<file path="src/rtl/fft_out_serializer.sv">
// Captures one parallel 32-bin FFT frame and streams it out one bin per valid/ready beat.
// Define FFT_SER_PEAK_DET_EN to build the per-frame peak (max L1 magnitude) detector.
module fft_out_serializer #(
  parameter int unsigned N  = 32,
  parameter int unsigned W  = 16,
  parameter int unsigned IW = 5
) (
  input  logic           clk,
  input  logic           rst,
  input  logic           in_valid,
  output logic           in_ready,
  input  logic [N*W-1:0] in_re,
  input  logic [N*W-1:0] in_im,
  output logic           out_valid,
  input  logic           out_ready,
  output logic [IW-1:0]  out_idx,
  output logic [W-1:0]   out_re,
  output logic [W-1:0]   out_im,
  output logic [W:0]     out_mag,
  output logic           out_last,
  output logic           peak_valid,
  output logic [IW-1:0]  peak_idx,
  output logic [W:0]     peak_mag,
  output logic [7:0]     drop_cnt
);

  typedef enum logic [1:0] {StIdle, StStream, StPeak} state_e;

  state_e        r_state;
  state_e        w_state_next;
  logic [W-1:0]  r_buf_re [N];
  logic [W-1:0]  r_buf_im [N];
  logic [IW-1:0] r_idx;
  logic [7:0]    r_drop_cnt;
  logic          w_capture;
  logic          w_beat;
  logic          w_last_beat;
  logic [W-1:0]  w_abs_re;
  logic [W-1:0]  w_abs_im;

  assign in_ready    = (r_state == StIdle);
  assign out_valid   = (r_state == StStream);
  assign w_capture   = in_valid && in_ready;
  assign w_beat      = out_valid && out_ready;
  assign out_last    = out_valid && (r_idx == IW'(N - 1));
  assign w_last_beat = w_beat && out_last;

  assign out_idx = r_idx;
  assign out_re  = r_buf_re[r_idx];
  assign out_im  = r_buf_im[r_idx];

  // Two's-complement negate in W bits maps -2^(W-1) onto 2^(W-1) as an unsigned value.
  assign w_abs_re = out_re[W-1] ? (~out_re + 1'b1) : out_re;
  assign w_abs_im = out_im[W-1] ? (~out_im + 1'b1) : out_im;
  assign out_mag  = {1'b0, w_abs_re} + {1'b0, w_abs_im};

  always_comb begin
    w_state_next = r_state;
    unique case (r_state)
      StIdle: begin
        if (in_valid) w_state_next = StStream;
      end
      StStream: begin
`ifdef FFT_SER_PEAK_DET_EN
        if (w_last_beat) w_state_next = StPeak;
`else
        if (w_last_beat) w_state_next = StIdle;
`endif
      end
      StPeak:  w_state_next = StIdle;
      default: w_state_next = StIdle;
    endcase
  end

  always_ff @(posedge clk) begin
    if (rst) begin
      r_state <= StIdle;
      r_idx   <= '0;
    end else begin
      r_state <= w_state_next;
      if (w_capture) begin
        r_idx <= '0;
      end else if (w_beat) begin
        r_idx <= w_last_beat ? '0 : r_idx + 1'b1;
      end
    end
  end

  // Frame buffer needs no reset; it is only read after a capture.
  always_ff @(posedge clk) begin
    if (w_capture) begin
      for (int k = 0; k < N; k++) begin
        r_buf_re[k] <= in_re[k*W +: W];
        r_buf_im[k] <= in_im[k*W +: W];
      end
    end
  end

  always_ff @(posedge clk) begin
    if (rst) begin
      r_drop_cnt <= '0;
    end else if (in_valid && !in_ready && (r_drop_cnt != 8'hFF)) begin
      r_drop_cnt <= r_drop_cnt + 8'd1;
    end
  end

  assign drop_cnt = r_drop_cnt;

`ifdef FFT_SER_PEAK_DET_EN
  logic [IW-1:0] r_max_idx;
  logic [W:0]    r_max_mag;
  logic [IW-1:0] r_peak_idx;
  logic [W:0]    r_peak_mag;
  logic          w_new_max;

  // Strict compare so ties keep the earliest (lowest) bin.
  assign w_new_max = (out_mag > r_max_mag);

  always_ff @(posedge clk) begin
    if (rst) begin
      r_max_idx  <= '0;
      r_max_mag  <= '0;
      r_peak_idx <= '0;
      r_peak_mag <= '0;
    end else begin
      if (w_capture) begin
        r_max_idx <= '0;
        r_max_mag <= '0;
      end else if (w_beat && w_new_max) begin
        r_max_idx <= r_idx;
        r_max_mag <= out_mag;
      end
      if (w_last_beat) begin
        r_peak_idx <= w_new_max ? r_idx : r_max_idx;
        r_peak_mag <= w_new_max ? out_mag : r_max_mag;
      end
    end
  end

  assign peak_valid = (r_state == StPeak);
  assign peak_idx   = r_peak_idx;
  assign peak_mag   = r_peak_mag;
`else
  assign peak_valid = 1'b0;
  assign peak_idx   = '0;
  assign peak_mag   = '0;
`endif

endmodule

</file>
<file path="config.mk">
export PLATFORM = sky130hd
export DESIGN_NAME = fft_out_serializer
export DESIGN_NICKNAME = d
export VERILOG_FILES = /design/src/rtl/fft_out_serializer.sv
export SDC_FILE = /design/constraint.sdc
export NUM_CORES = 1
export LEC_CHECK = 0
export ABC_AREA = 1
export BUFFER_PORTS_ARGS = -buffer_cell sky130_fd_sc_hd__clkbuf_2
export CAP_MARGIN = 20
export CORE_AREA = 2 2 437 439
export CTS_BUF_LIST = sky130_fd_sc_hd__clkbuf_2
export DETAILED_ROUTE_END_ITERATION = 10
export DIE_AREA = 0 0 439 441
export PLACE_DENSITY = 0.43
export RECOVER_POWER = 25
export SLEW_MARGIN = 10
export SYNTH_ARGS = -nofsm -noshare
export SYNTH_HDL_FRONTEND = slang
export SYNTH_SLANG_ARGS = --single-unit
export TNS_END_PERCENT = 10
</file>
<file path="constraint.sdc">
create_clock -name clk -period 55.6 [get_ports clk]
set_clock_uncertainty 0.05 [all_clocks]
set_input_delay 8.34 -clock clk [delete_from_list [all_inputs] [get_ports clk]]
set_output_delay 8.34 -clock clk [all_outputs]
set_load 0.01 [all_outputs]
</file>
==> impl_metrics.prom <==
# TYPE chip_impl_metric gauge
chip_impl_info{name="status",value="finished, final reports clean"} 1
chip_impl_info{name="worst_r2r_startpoint",value="r_state[0]"} 1
chip_impl_metric{name="r2r.worst_path.cells",unit=""} 7
chip_impl_metric{name="drt_iter0_drc",unit=""} 2507
chip_impl_metric{name="cts-root-to-sink-buffers",unit=""} 4
chip_impl_metric{name="ir_drop",unit="mV"} 0.0177
chip_impl_metric{name="buffer_ports.inserted",unit=""} 1092
chip_impl_metric{name="vias_per_cell",unit=""} 4.37
chip_impl_metric{name="postCtsHoldBufs",unit=""} 0
chip_impl_metric{name="floorplan.initialDensity",unit=""} 0.230
chip_impl_info{name="critical_path.cell_chain",value="buf_4, buf_4, buf_4, buf_4, nand2_1, nand3_1, nand3_1, nand3_1, nand2_1, o21ai_2, nand2_1, xor2_1, inv_1, ha_1, nand2_1, o21ai_0, a31oi_1, o21ai_0, a21oi_1, o21ai_0, xor2_1, clkbuf_2"} 1
chip_impl_metric{name="period_needed",unit="ns"} 17.85
chip_impl_metric{name="postPlaceCellArea",unit="µm²"} 51200
chip_impl_metric{name="number_of_global_route_vias_before_repair",unit=""} 34100
chip_impl_metric{name="areaGrowthSynthToFinish",unit="%"} 23.7
chip_impl_metric{name="max_slew.worst_pin.slew",unit="ns"} 1.22
chip_impl_metric{name="period_share",unit=""} 0.321
chip_impl_metric{name="dp.final_hpwl",unit="µm"} 133000
chip_impl_metric{name="cpPeakStageDelay",unit="ns"} 0.84
chip_impl_metric{name="drc",unit=""} 0
chip_impl_metric{name="ant_nets",unit=""} 0
chip_impl_metric{name="synthesis.area_per_instance",unit="µm²"} 11.6
chip_impl_metric{name="total_leakage_power",unit="nW"} 22.3
chip_impl_info{name="setup.worst_path.end_class",value="primary output"} 1
chip_impl_metric{name="critical_path_required",unit="ns"} 47.21
chip_impl_metric{name="detailedRoute.firstPassIterationCount",unit=""} 5
chip_impl_info{name="hold_start",value="drop_cnt[5]"} 1
chip_impl_info{name="reg2reg_to",value="r_buf_re[20][14]"} 1
chip_impl_metric{name="die_height",unit="µm"} 441
chip_impl_metric{name="timing_max_transition_violations_final",unit=""} 0
chip_impl_info{name="buffer_cell_driving_the_clock_tree_root",value="clkbuf_2"} 1
chip_impl_info{name="timing.setup.critical_path_class",value="reg -> out"} 1
chip_impl_metric{name="post_synth_inst_count",unit=""} 3758
chip_impl_metric{name="timing.critical_path.arrival",unit="ns"} 9.46
chip_impl_metric{name="drive_gt1_frac",unit=""} 0.301
chip_impl_info{name="hold_crit_path_type",value="reg -> reg"} 1
chip_impl_metric{name="timing.final.ws_setup",unit="ns"} 37.75
chip_impl_metric{name="power.density",unit="nW/µm²"} 32.3
chip_impl_metric{name="report.final.setup_viol",unit=""} 0
chip_impl_metric{name="cts.sinks",unit=""} 1043
chip_impl_metric{name="synth_sequential_area_ratio",unit=""} 0.715
chip_impl_metric{name="insertion_delay",unit="ns"} 1.80
chip_impl_metric{name="route.final.wire_length",unit="µm"} 187000
chip_impl_metric{name="wl_met1",unit="µm"} 70700
chip_impl_metric{name="fin_area",unit="µm²"} 53800
chip_impl_metric{name="design.core.area",unit="µm²"} 189000
chip_impl_metric{name="slew_headroom",unit=""} 0.184
chip_impl_metric{name="cts-buffers-inserted",unit=""} 317
chip_impl_metric{name="die_area",unit="µm²"} 194000
chip_impl_metric{name="initial_antenna_violation_count",unit=""} 67
chip_impl_metric{name="hold_viol",unit=""} 0
chip_impl_metric{name="pin_count_of_the_biggest_net_entering_global_routing",unit=""} 218
chip_impl_metric{name="grt_use_total",unit=""} 0.185
chip_impl_metric{name="multi_input_area",unit="µm²"} 10700
chip_impl_metric{name="count_of_buffers_added_by_post_cts_timing_repair_for_setup",unit=""} 0
chip_impl_info{name="cts_tree",value="yes"} 1
chip_impl_metric{name="placementRows",unit=""} 160
chip_impl_metric{name="clk_pin_slew",unit="ns"} 0.09
chip_impl_metric{name="synth-warning-count",unit=""} 0
chip_impl_info{name="final_common_cell",value="clkbuf_2"} 1
chip_impl_metric{name="floorplan.die.width",unit="µm"} 439
chip_impl_metric{name="cts-htree-levels",unit=""} 5
chip_impl_metric{name="globalRoute.totalOverflow",unit=""} 0
chip_impl_metric{name="drt-wirelength-per-cell",unit="µm"} 24.1
chip_impl_metric{name="ys_seq_elements",unit=""} 1043
chip_impl_metric{name="io_pins",unit=""} 1116
chip_impl_metric{name="design.final.nets",unit=""} 6039
chip_impl_metric{name="clock.fmax",unit="MHz"} 56.0
chip_impl_info{name="cpMaxStageDelayCell",value="dfxtp_4"} 1
chip_impl_info{name="rsz0062_at_grt",value="false"} 1
chip_impl_metric{name="setup_tns_final",unit="ns"} 0
chip_impl_metric{name="seq_area",unit="µm²"} 31100
chip_impl_metric{name="cts-resized-gates",unit=""} 0
chip_impl_info{name="mostFrequentLayoutCells",value="1466 x clkbuf_2, 1316 x nand2_1, 1024 x edfxtp_1, 819 x nand3_1, 77 x inv_1"} 1
chip_impl_metric{name="routed-wl-met2",unit="µm"} 96400
chip_impl_metric{name="rrSetupSlack",unit="ns"} 49.37
chip_impl_metric{name="worstPathMaxFanout",unit=""} 64
chip_impl_metric{name="finalWeightedCongestion",unit=""} 0.861
chip_impl_metric{name="post_synth_design_cell_area",unit="µm²"} 43500
chip_impl_metric{name="ys_types",unit=""} 37
chip_impl_metric{name="global_route_wire_length_before_repair",unit="µm"} 252000
chip_impl_metric{name="post-place-ws",unit="ns"} 39.55
chip_impl_metric{name="route.vias.total",unit=""} 33800
chip_impl_info{name="highest_layer",value="met5"} 1
chip_impl_metric{name="met3WireLength",unit="µm"} 13800
chip_impl_metric{name="n_fill_cell",unit=""} 20200
chip_impl_info{name="worstSetupStartpointType",value="flip-flop"} 1
chip_impl_metric{name="maxCapViolations",unit=""} 0
chip_impl_info{name="worst_setup_path_endpoint",value="out_mag[13]"} 1
worst min path at each step:
stage | end | slack, ns | depth (start not counted)
finish | drop_cnt[5] | 0.44 | 2
floorplan | drop_cnt[4] | 0.43 | 1
global route | drop_cnt[3] | 0.47 | 1
detailed placement | drop_cnt[5] | 0.43 | 2
CTS | drop_cnt[5] | 0.44 | 2
global placement | drop_cnt[4] | 0.42 | 1
power by group:
part | internal (mW) | switching (mW)
clock network | 0.226 | 0.350
logic | 0.0753 | 0.157
registers | 0.914 | 0.0142
total | 1.22 | 0.521
state kept, by name (all words and copies together), names as in the netlist, named ones only:
name,count
out_idx,5
r_buf_im,512
drop_cnt,8
r_buf_re,512
r_state,1
per-stage QoR:
| stage | std cells | hold slack, ns | utilization | power (mW) |
|---|---|---|---|---|
| global route | 7739 | 0.474 | 0.284 | 1.83 |
| detailed placement | 7180 | 0.431 | 0.270 | 1.18 |
| floorplan | 3780 | 0.434 | - | 1.10 |
| CTS | 7701 | 0.443 | 0.284 | 1.77 |
| global placement | 7180 | 0.419 | 0.270 | 1.18 |
| finish | 7742 | 0.439 | 0.285 | 1.74 |
logic make-up after synthesis:
kind of cell	after synthesis	share of synthesized area
and+or+nand+nor	2223	0.216
DFF	1043	0.715
buffers and inverters	330	0.0408
AOI/OAI and AO/OA	110	0.0150
xor gates and xnor gates	29	0.00584
adders and majority gates	22	0.00650
other	1	0.0000862
worst max-delay path: cells and delay by family (launching register included):
family / cells / cell delay [ns]
buf+inv: 6 / 3.03
simple gates: 7 / 0.72
xor+xnor: 2 / 0.35
fa+ha+maj: 1 / 0.35
compound gates: 6 / 2.23
flops: 1 / 0.84
routing by layer:
layer | GRT usage | up-vias
li1 | - | 15800
met1 | 0.212 | 16200
met2 | 0.322 | 1404
met3 | 0.0542 | 354
met4 | 0.0753 | 46
met5 | 0 | -
area by class of cell:
class	count	share of cell area
Tap cell	2511	0.0584
Antenna cell	40	0.00186
Clock inverter	80	0.00762
Inverter	86	0.00676
Sequential cell	1043	0.579
Timing Repair Buffer	1134	0.107
Clock buffer	441	0.0410
Multi-Input combinational cell	2407	0.199
synthesized netlist by cell type:
cell / instances / area, µm²
conb_1: 1 / 3.75
ha_1: 21 / 263
o21ai_0: 48 / 240
a21oi_1: 24 / 120
o21ai_4: 1 / 16.3
nor2_2: 2 / 12.5
o21ai_2: 5 / 43.8
inv_2: 6 / 22.5
or2_2: 1 / 6.26
buf_2: 133 / 666
edfxtp_1: 1024 / 30700
fa_1: 1 / 20.0
nor3_1: 5 / 25.0
a21boi_0: 1 / 7.51
inv_1: 79 / 297
o22ai_1: 2 / 12.5
and3_1: 1 / 6.26
nand4_1: 2 / 12.5
o2111ai_1: 2 / 17.5
nand3b_1: 3 / 22.5
buf_6: 28 / 315
o221ai_1: 14 / 123
dfxtp_1: 19 / 380
buf_1: 12 / 45.0
o21a_1: 1 / 7.51
nor2_1: 68 / 255
nand2_1: 1316 / 4940
xnor2_1: 6 / 52.6
clkbuf_1: 30 / 113
nand2_2: 5 / 31.3
nor3b_1: 1 / 7.51
o21ai_1: 10 / 50.1
nand3_1: 819 / 4100
inv_6: 1 / 8.76
a31oi_1: 2 / 12.5
xor2_1: 23 / 201
buf_4: 41 / 308
No activity file was read; power rests on OpenSTA's default activity.
